**src/rtl/mem_arb_pkg.sv**
```systemverilog
`default_nettype none
// ============================================================================
//  Module   : mem_arb_pkg
//  Brief    : Shared types and grant-selection helper for mem_arbiter.
//  Revision : 1.0 - initial release
// ============================================================================
package mem_arb_pkg;

  // Sequencer states: one outstanding memory transaction at a time
  typedef enum logic [1:0] {
    IDLE = 2'd0,
    REQ  = 2'd1,
    RESP = 2'd2
  } state_e;

  // Which requester owns the in-flight transaction
  typedef enum logic {
    OWN_IFU = 1'b0,
    OWN_LSU = 1'b1
  } owner_e;

  // Round-robin pick: a lone requester wins, a tie goes to whoever did not win last
  function automatic owner_e grant_pick(input logic   ifu_v,
                                        input logic   lsu_v,
                                        input owner_e last);
    owner_e win;
    win = OWN_IFU;
    if (ifu_v && lsu_v) begin
      if (last == OWN_IFU) win = OWN_LSU;
      else                 win = OWN_IFU;
    end else if (lsu_v) begin
      win = OWN_LSU;
    end
    return win;
  endfunction

endpackage
`default_nettype wire

```
**src/rtl/mem_arbiter.sv**
```systemverilog
`default_nettype none
// ============================================================================
//  Module   : mem_arbiter
//  Brief    : Two-requester (IFU/LSU) valid/ready arbiter onto a single memory
//             port. Round-robin grant, single outstanding transaction.
//  Revision : 1.0 - initial release
// ============================================================================
module mem_arbiter
  import mem_arb_pkg::*;
#(
  parameter int ADDR_W = 32,
  parameter int DATA_W = 32
) (
  input  logic                clk,
  input  logic                rst,
  // IFU side
  input  logic                ifu_req_valid,
  output logic                ifu_req_ready,
  input  logic [ADDR_W-1:0]   ifu_addr,
  output logic                ifu_resp_valid,
  input  logic                ifu_resp_ready,
  output logic [DATA_W-1:0]   ifu_rdata,
  // LSU side
  input  logic                lsu_req_valid,
  output logic                lsu_req_ready,
  input  logic [ADDR_W-1:0]   lsu_addr,
  input  logic                lsu_wen,
  input  logic [DATA_W-1:0]   lsu_wdata,
  input  logic [DATA_W/8-1:0] lsu_wmask,
  output logic                lsu_resp_valid,
  input  logic                lsu_resp_ready,
  output logic [DATA_W-1:0]   lsu_rdata,
  // Memory side
  output logic                mem_req_valid,
  input  logic                mem_req_ready,
  output logic [ADDR_W-1:0]   mem_addr,
  output logic                mem_wen,
  output logic [DATA_W-1:0]   mem_wdata,
  output logic [DATA_W/8-1:0] mem_wmask,
  input  logic                mem_resp_valid,
  output logic                mem_resp_ready,
  input  logic [DATA_W-1:0]   mem_rdata,
  output logic                busy
);

  state_e              r_state;
  state_e              w_state_nxt;
  owner_e              r_owner;
  owner_e              r_last_grant;
  owner_e              w_winner;
  logic                w_accept;
  logic [ADDR_W-1:0]   r_addr;
  logic                r_wen;
  logic [DATA_W-1:0]   r_wdata;
  logic [DATA_W/8-1:0] r_wmask;

  assign w_winner = grant_pick(ifu_req_valid, lsu_req_valid, r_last_grant);

  // State register
  always_ff @(posedge clk) begin
    if (rst) r_state <= IDLE;
    else     r_state <= w_state_nxt;
  end

  // Next-state, grant and response routing
  always_comb begin
    w_state_nxt    = r_state;
    w_accept       = 1'b0;
    ifu_req_ready  = 1'b0;
    lsu_req_ready  = 1'b0;
    ifu_resp_valid = 1'b0;
    lsu_resp_valid = 1'b0;
    ifu_rdata      = '0;
    lsu_rdata      = '0;
    mem_req_valid  = 1'b0;
    mem_resp_ready = 1'b0;
    case (r_state)
      IDLE: begin
        if (ifu_req_valid || lsu_req_valid) begin
          if (w_winner == OWN_LSU) lsu_req_ready = 1'b1;
          else                     ifu_req_ready = 1'b1;
          w_accept    = 1'b1;
          w_state_nxt = REQ;
        end
      end
      REQ: begin
        mem_req_valid = 1'b1;
        if (mem_req_ready) w_state_nxt = RESP;
      end
      RESP: begin
        if (r_owner == OWN_LSU) begin
          mem_resp_ready = lsu_resp_ready;
          lsu_resp_valid = mem_resp_valid;
          lsu_rdata      = mem_rdata;
        end else begin
          mem_resp_ready = ifu_resp_ready;
          ifu_resp_valid = mem_resp_valid;
          ifu_rdata      = mem_rdata;
        end
        if (mem_resp_valid && mem_resp_ready) w_state_nxt = IDLE;
      end
      default: w_state_nxt = IDLE;
    endcase
  end

  // Capture the winner's request fields on the IDLE handshake
  always_ff @(posedge clk) begin
    if (rst) begin
      r_owner      <= OWN_IFU;
      r_last_grant <= OWN_IFU;
      r_addr       <= '0;
      r_wen        <= 1'b0;
      r_wdata      <= '0;
      r_wmask      <= '0;
    end else if (w_accept) begin
      r_owner      <= w_winner;
      r_last_grant <= w_winner;
      if (w_winner == OWN_LSU) begin
        r_addr  <= lsu_addr;
        r_wen   <= lsu_wen;
        r_wdata <= lsu_wdata;
        r_wmask <= lsu_wmask;
      end else begin
        // Fetches are always reads with no byte enables
        r_addr  <= ifu_addr;
        r_wen   <= 1'b0;
        r_wdata <= '0;
        r_wmask <= '0;
      end
    end
  end

  assign mem_addr  = r_addr;
  assign mem_wen   = r_wen;
  assign mem_wdata = r_wdata;
  assign mem_wmask = r_wmask;
  assign busy      = (r_state != IDLE);

endmodule
`default_nettype wire

```
**config.mk**
```make
export PLATFORM = sky130hd
export DESIGN_NAME = mem_arbiter
export DESIGN_NICKNAME = d
export VERILOG_FILES = /design/src/rtl/mem_arb_pkg.sv /design/src/rtl/mem_arbiter.sv
export SDC_FILE = /design/constraint.sdc
export NUM_CORES = 1
export LEC_CHECK = 0
export ABC_CLOCK_PERIOD_IN_PS = 1120
export BUFFER_PORTS_ARGS = -buffer_cell sky130_fd_sc_hd__buf_2
export CORE_AREA = 2 2 108 110
export CTS_CLUSTER_DIAMETER = 100
export CTS_CLUSTER_SIZE = 8
export DETAILED_ROUTE_END_ITERATION = 8
export DIE_AREA = 0 0 110 112
export GPL_ROUTABILITY_DRIVEN = 0
export PLACE_DENSITY = 0.77
export RECOVER_POWER = 25
export SETUP_SLACK_MARGIN = 0.02
export SKIP_LAST_GASP = 1
export SYNTH_ARGS = -nofsm -noshare
export SYNTH_HDL_FRONTEND = slang
export SYNTH_SLANG_ARGS = --single-unit
export TNS_END_PERCENT = 5
```
**constraint.sdc**
```tcl
create_clock -name clk -period 1.12 [get_ports clk]
set_input_delay 0.112 -clock clk [delete_from_list [all_inputs] [get_ports clk]]
set_output_delay 0.112 -clock clk [all_outputs]
set_load 0.03 [all_outputs]
```
### After elaboration in Yosys (flattened, before gate mapping)

Cells that the tools add are included.

| word-level totals | value |
|---|---|
| logic and storage cells | 48 |
| bits in writable memories | 0 |
| register bits after elaboration | 72 |
| memories kept | 0 |
| bits in read-only memories | 0 |
| latch bits | 0 |
| output and inout port bits | 140 |
| input bits | 141 |

| operators by class | value |
|---|---|
| bitwise gates (word level) | 0 |
| multiplexer cells | 31 |
| divide/modulo/power cells | 0 |
| add/subtract/negate cells | 0 |
| equal/unequal tests | 5 |
| multiply operators | 0 |
| reduce and logical (&&, ||, !) cells | 6 |
| shift operators | 0 |
| order comparisons | 0 |

Operator list:

| operator | count |
|---|---|
| $mux W32 | 6 |
| $mux W1 | 20 |
| $mux W2 | 3 |
| $ne A2 B2 Y1 const B | 3 |
| $pmux W2 S3 | 1 |
| $mux W4 | 1 |
| $reduce_and A3 Y1 | 1 |
| $eq A2 B1 Y1 const B | 1 |
| $eq A2 B2 Y1 const B | 1 |
| $logic_and A1 B1 Y1 | 2 |
| $logic_not A2 Y1 | 1 |
| $reduce_bool A2 Y1 | 1 |
| $logic_or A1 B1 Y1 | 1 |

### Logic depth before layout (Yosys ltp)

| logic depth | value |
|---|---|
| depth after elaboration | 5 |
| depth in mapped cells | 6 |
| gate-level depth less buffers | 3 |

### Worst setup path after synthesis

OpenSTA, ideal clock, no wires.

| path | value |
|---|---|
| path kind | reg-to-output |
| from | register r_state[0] |
| to | output lsu_rdata[10] |
| path buffers | 1 |
| cell stages (with the launch flop) | 5 |
| arrival | 1,224 ps |
| setup slack | -216 ps |
| data required time | 1,008 ps |
| path through | dfxtp_1 -> nand2b_2 -> nor2_1 -> clkbuf_2 -> and2_1 |

| between the ends | value |
|---|---|
| longest elaborated chain between the ends | 2 |

Ends and longest elaborated chain:

| what | line | source |
|---|---|---|
| start: declaration | mem_arbiter.sv:46 | `state_e r_state;` |
| start signal: assignment | mem_arbiter.sv:62 | `else r_state <= w_state_nxt;` |
| $eq A2 B2 Y1 | mem_arbiter.sv:77 | `case (r_state)` |
| $mux W32 | mem_arbiter.sv:77 |  |
| end: declaration | mem_arbiter.sv:32 | `output logic [DATA_W-1:0] lsu_rdata,` |

Every way passes these cells.

### Worst setup path in the final report

| path | value |
|---|---|
| from | register r_state[1] |
| to | output busy |

| between the ends | value |
|---|---|
| longest elaborated chain between the ends | 1 |

Ends and longest elaborated chain:

| what | line | source |
|---|---|---|
| $reduce_bool A2 Y1 | mem_arbiter.sv:137 | `assign busy = (r_state != IDLE);` |
| end: declaration | mem_arbiter.sv:43 | `output logic busy` |

Every way passes these cells.

==> flow_summary.toml <==
[timing]
skew_ns = 0.00647
max_freq_mhz = 638
setup_viol = 143
worstMarginPinSlew_ns = 0.362
rsz0062_at_grt = "yes"
hold_viol = 0
timing.final.crit_period_ns = 1.57
min_period_over_period_pct = 140
fin_ws_ns = -0.448
slew_headroom_pct = 75.9
slew_violations = 0

[placed_design]
dp_hpwl_um = 10000
placed_area_mm2 = 0.00526
pre_cts_ws_ns = -0.197
place.port_buffers = 280

[setup_path]
crit_path_start_kind = "flip-flop"
endpoint_kind = "output port"
arrival_ns = 1.46
required_ns = 1.01
crit_type = "reg -> out"
cp_max_fo = 41
cp_cell_sequence = "or2_2 > buf_12 > buf_2"
max_stage_delay_ns = 0.37
critPathSlowestCell = "dfxtp_4"

[synthesis]
synth_nets = 594
synth.most_common_cell = "nand3_1"
yosysWarnings = 0
ys.flop_type = "dfxtp_1"
syn_area_mm2 = 0.00352
async_reset_ff_share_pct = 0
ys_ff_latch = 72
synthCells = 453
avgSynthCellArea_um2 = 7.78
yosysSeqAreaShare_pct = 40.9
synth_cell_types = 26
synth_common_cells = "nand3_1 (101), dfxtp_1 (72), o21ai_0 (69), and2_1 (66), a21oi_1 (39)"
synth_area_leader_cell = "dfxtp_1"
netlist_top_cells_area = "dfxtp_1 (41%), nand3_1 (14%), and2_1 (12%)"
synth_edf_count = 0
yosys.area.top_type_share_pct = 40.9

[routing]
post-route-drc-count = 0
drt-pass1-iter-count = 4
detail_route.iter0.violations = 230
drt-wirelength-per-cell_um = 15.4
drt-total-wl_um = 13500
viasPerCell = 5.05
vias = 4418
drtAntennaViolNets = 0

[clock_network]
postCtsSetupBuffers = 0
cts_tree = "yes"
clock_path_buffers = 2
path_clk_slew_ns = 0.06
cts_num_sinks = 72
clk_latency_ns = 0.33
root_buffer = "clkbuf_16"
cts-buffers-inserted = 9
htreeDepth = 3

[floorplanning]
die_area_mm2 = 0.0123
die_h_um = 112
core_mm2 = 0.0112
die_width_um = 110
row_count = 39
start_util_pct = 31.5
ios = 281

[finish]
post-route-util_pct = 50.5
design_area_mm2 = 0.00564
layout.nets = 864
n_fill_cell = 1107
drive_gt1_share_pct = 50.4
syn_to_final_growth_pct = 60.2

[global_route]
grt_use_total_pct = 21.1
grt_pass1_vias = 4118
grt_start_max_net_pins = 73
grt-ovfl-total = 0
antenna_found_initial = 4
grt_pass1_wl_um = 20300

[power_and_ir_drop]
p_leak_nw = 2.75
power_per_cell_area_mw_per_mm2 = 1380
ir_worst_vdd_mv = 0.934

[outcome]
violations = "setup timing"
status = "finished, violations left"

[worst_hold_path]
hold_path_class = "in -> reg"

[run]
maxCapViolCount = 0
cell usage in the layout (no fill, tap or decap), types with 2 or more instances in the layout:
cell	synthesis	routed
diode_2	0	3
nor2_4	0	3
o21ai_0	69	69
clkbuf_2	3	17
and2_1	66	36
buf_2	14	236
clkbuf_16	0	9
and2_2	0	25
a21oi_1	39	39
inv_1	2	2
nand2b_1	2	2
clkinv_2	0	2
nor2_1	4	2
buf_12	0	11
clkbuf_8	0	3
nor3_1	2	2
dfxtp_1	72	70
clkbuf_4	0	7
buf_4	2	39
nand3_1	101	101
a31oi_1	32	32
and2_4	0	5
report_power, final:
part / switching (W) / leakage (nW) / internal (W)
clock: 0.00110 / 0.145 / 0.00168
sequential: 0.000104 / 0.592 / 0.00277
combinational: 0.00133 / 2.01 / 0.000795
total: 0.00253 / 2.75 / 0.00525
logic make-up after synthesis:
family	synth area share, %
and+or+nand+nor	29.1
AOI/OAI and AO/OA	21.5
DFF	40.9
buffers and inverters	8.28
muxes	0.284
routing by layer:
metal	vias up	part of all wire, %	global-route usage, %
met5	-	0	0
met4	0	1.9	9.28
met3	20	8.5	5.33
met2	217	53	38.7
met1	2038	37	22.2
li1	2143	-	-
cell type report:
type | instances | area (µm²) | area share [%]
multi-input cells | 327 | 1870 | 33.1
clock buffers | 12 | 267 | 4.72
well taps | 143 | 179 | 3.17
repair buffers | 311 | 1840 | 32.7
inverters | 2 | 7.51 | 0.133
diodes | 3 | 7.51 | 0.133
clock inverters | 4 | 26.3 | 0.466
flip-flops and latches | 72 | 1450 | 25.6
repair_timing:
item                                    in CTS  in global routing
resized for setup                           22                  8
endpoints found under the setup margin     143                143
hold buffers                                 0                  0
final timing paths:
path	slack, ns	depth (start not counted)	startpoint	endpoint
worst min register to register	0.47	2	mem_wdata[7]	mem_wdata[7]
worst max register to register	-0.23	4	r_state[1]	mem_wdata[20]
worst max-delay path	-0.45	3	r_state[1]	busy
worst min-delay path	0.03	3	mem_req_ready	r_state[1]
registers in the layout, summed over array words and instances, names as in the netlist:
| name | flops |
|---|---|
| mem_addr | 32 |
| mem_wdata | 32 |
| mem_wmask | 4 |
| r_state | 2 |
| mem_wen | 1 |
| r_last_grant | 1 |
stage by stage:
step | hold slack [ns] | total power, W | std cells | TNS, ns
2_1_floorplan | 0.241 | 0.00422 | 453 | -11.35
3_5_place_dp | 0.370 | 0.00503 | 855 | -18.77
6_report | 0.0312 | 0.00778 | 874 | -42.37
3_3_place_gp | 0.366 | 0.00501 | 855 | -16.09
5_1_grt | 0.0201 | 0.00814 | 873 | -51.98
4_1_cts | 0.0130 | 0.00784 | 871 | -43.77
worst max-delay path: cells and delay by family, from the launching register on:
kind	cells	cell delay, ns
buffers and inverters	2	0.38
flip-flops	1	0.37
AND/OR/NAND/NOR	1	0.35
No activity file was read; power rests on OpenSTA's default activity.
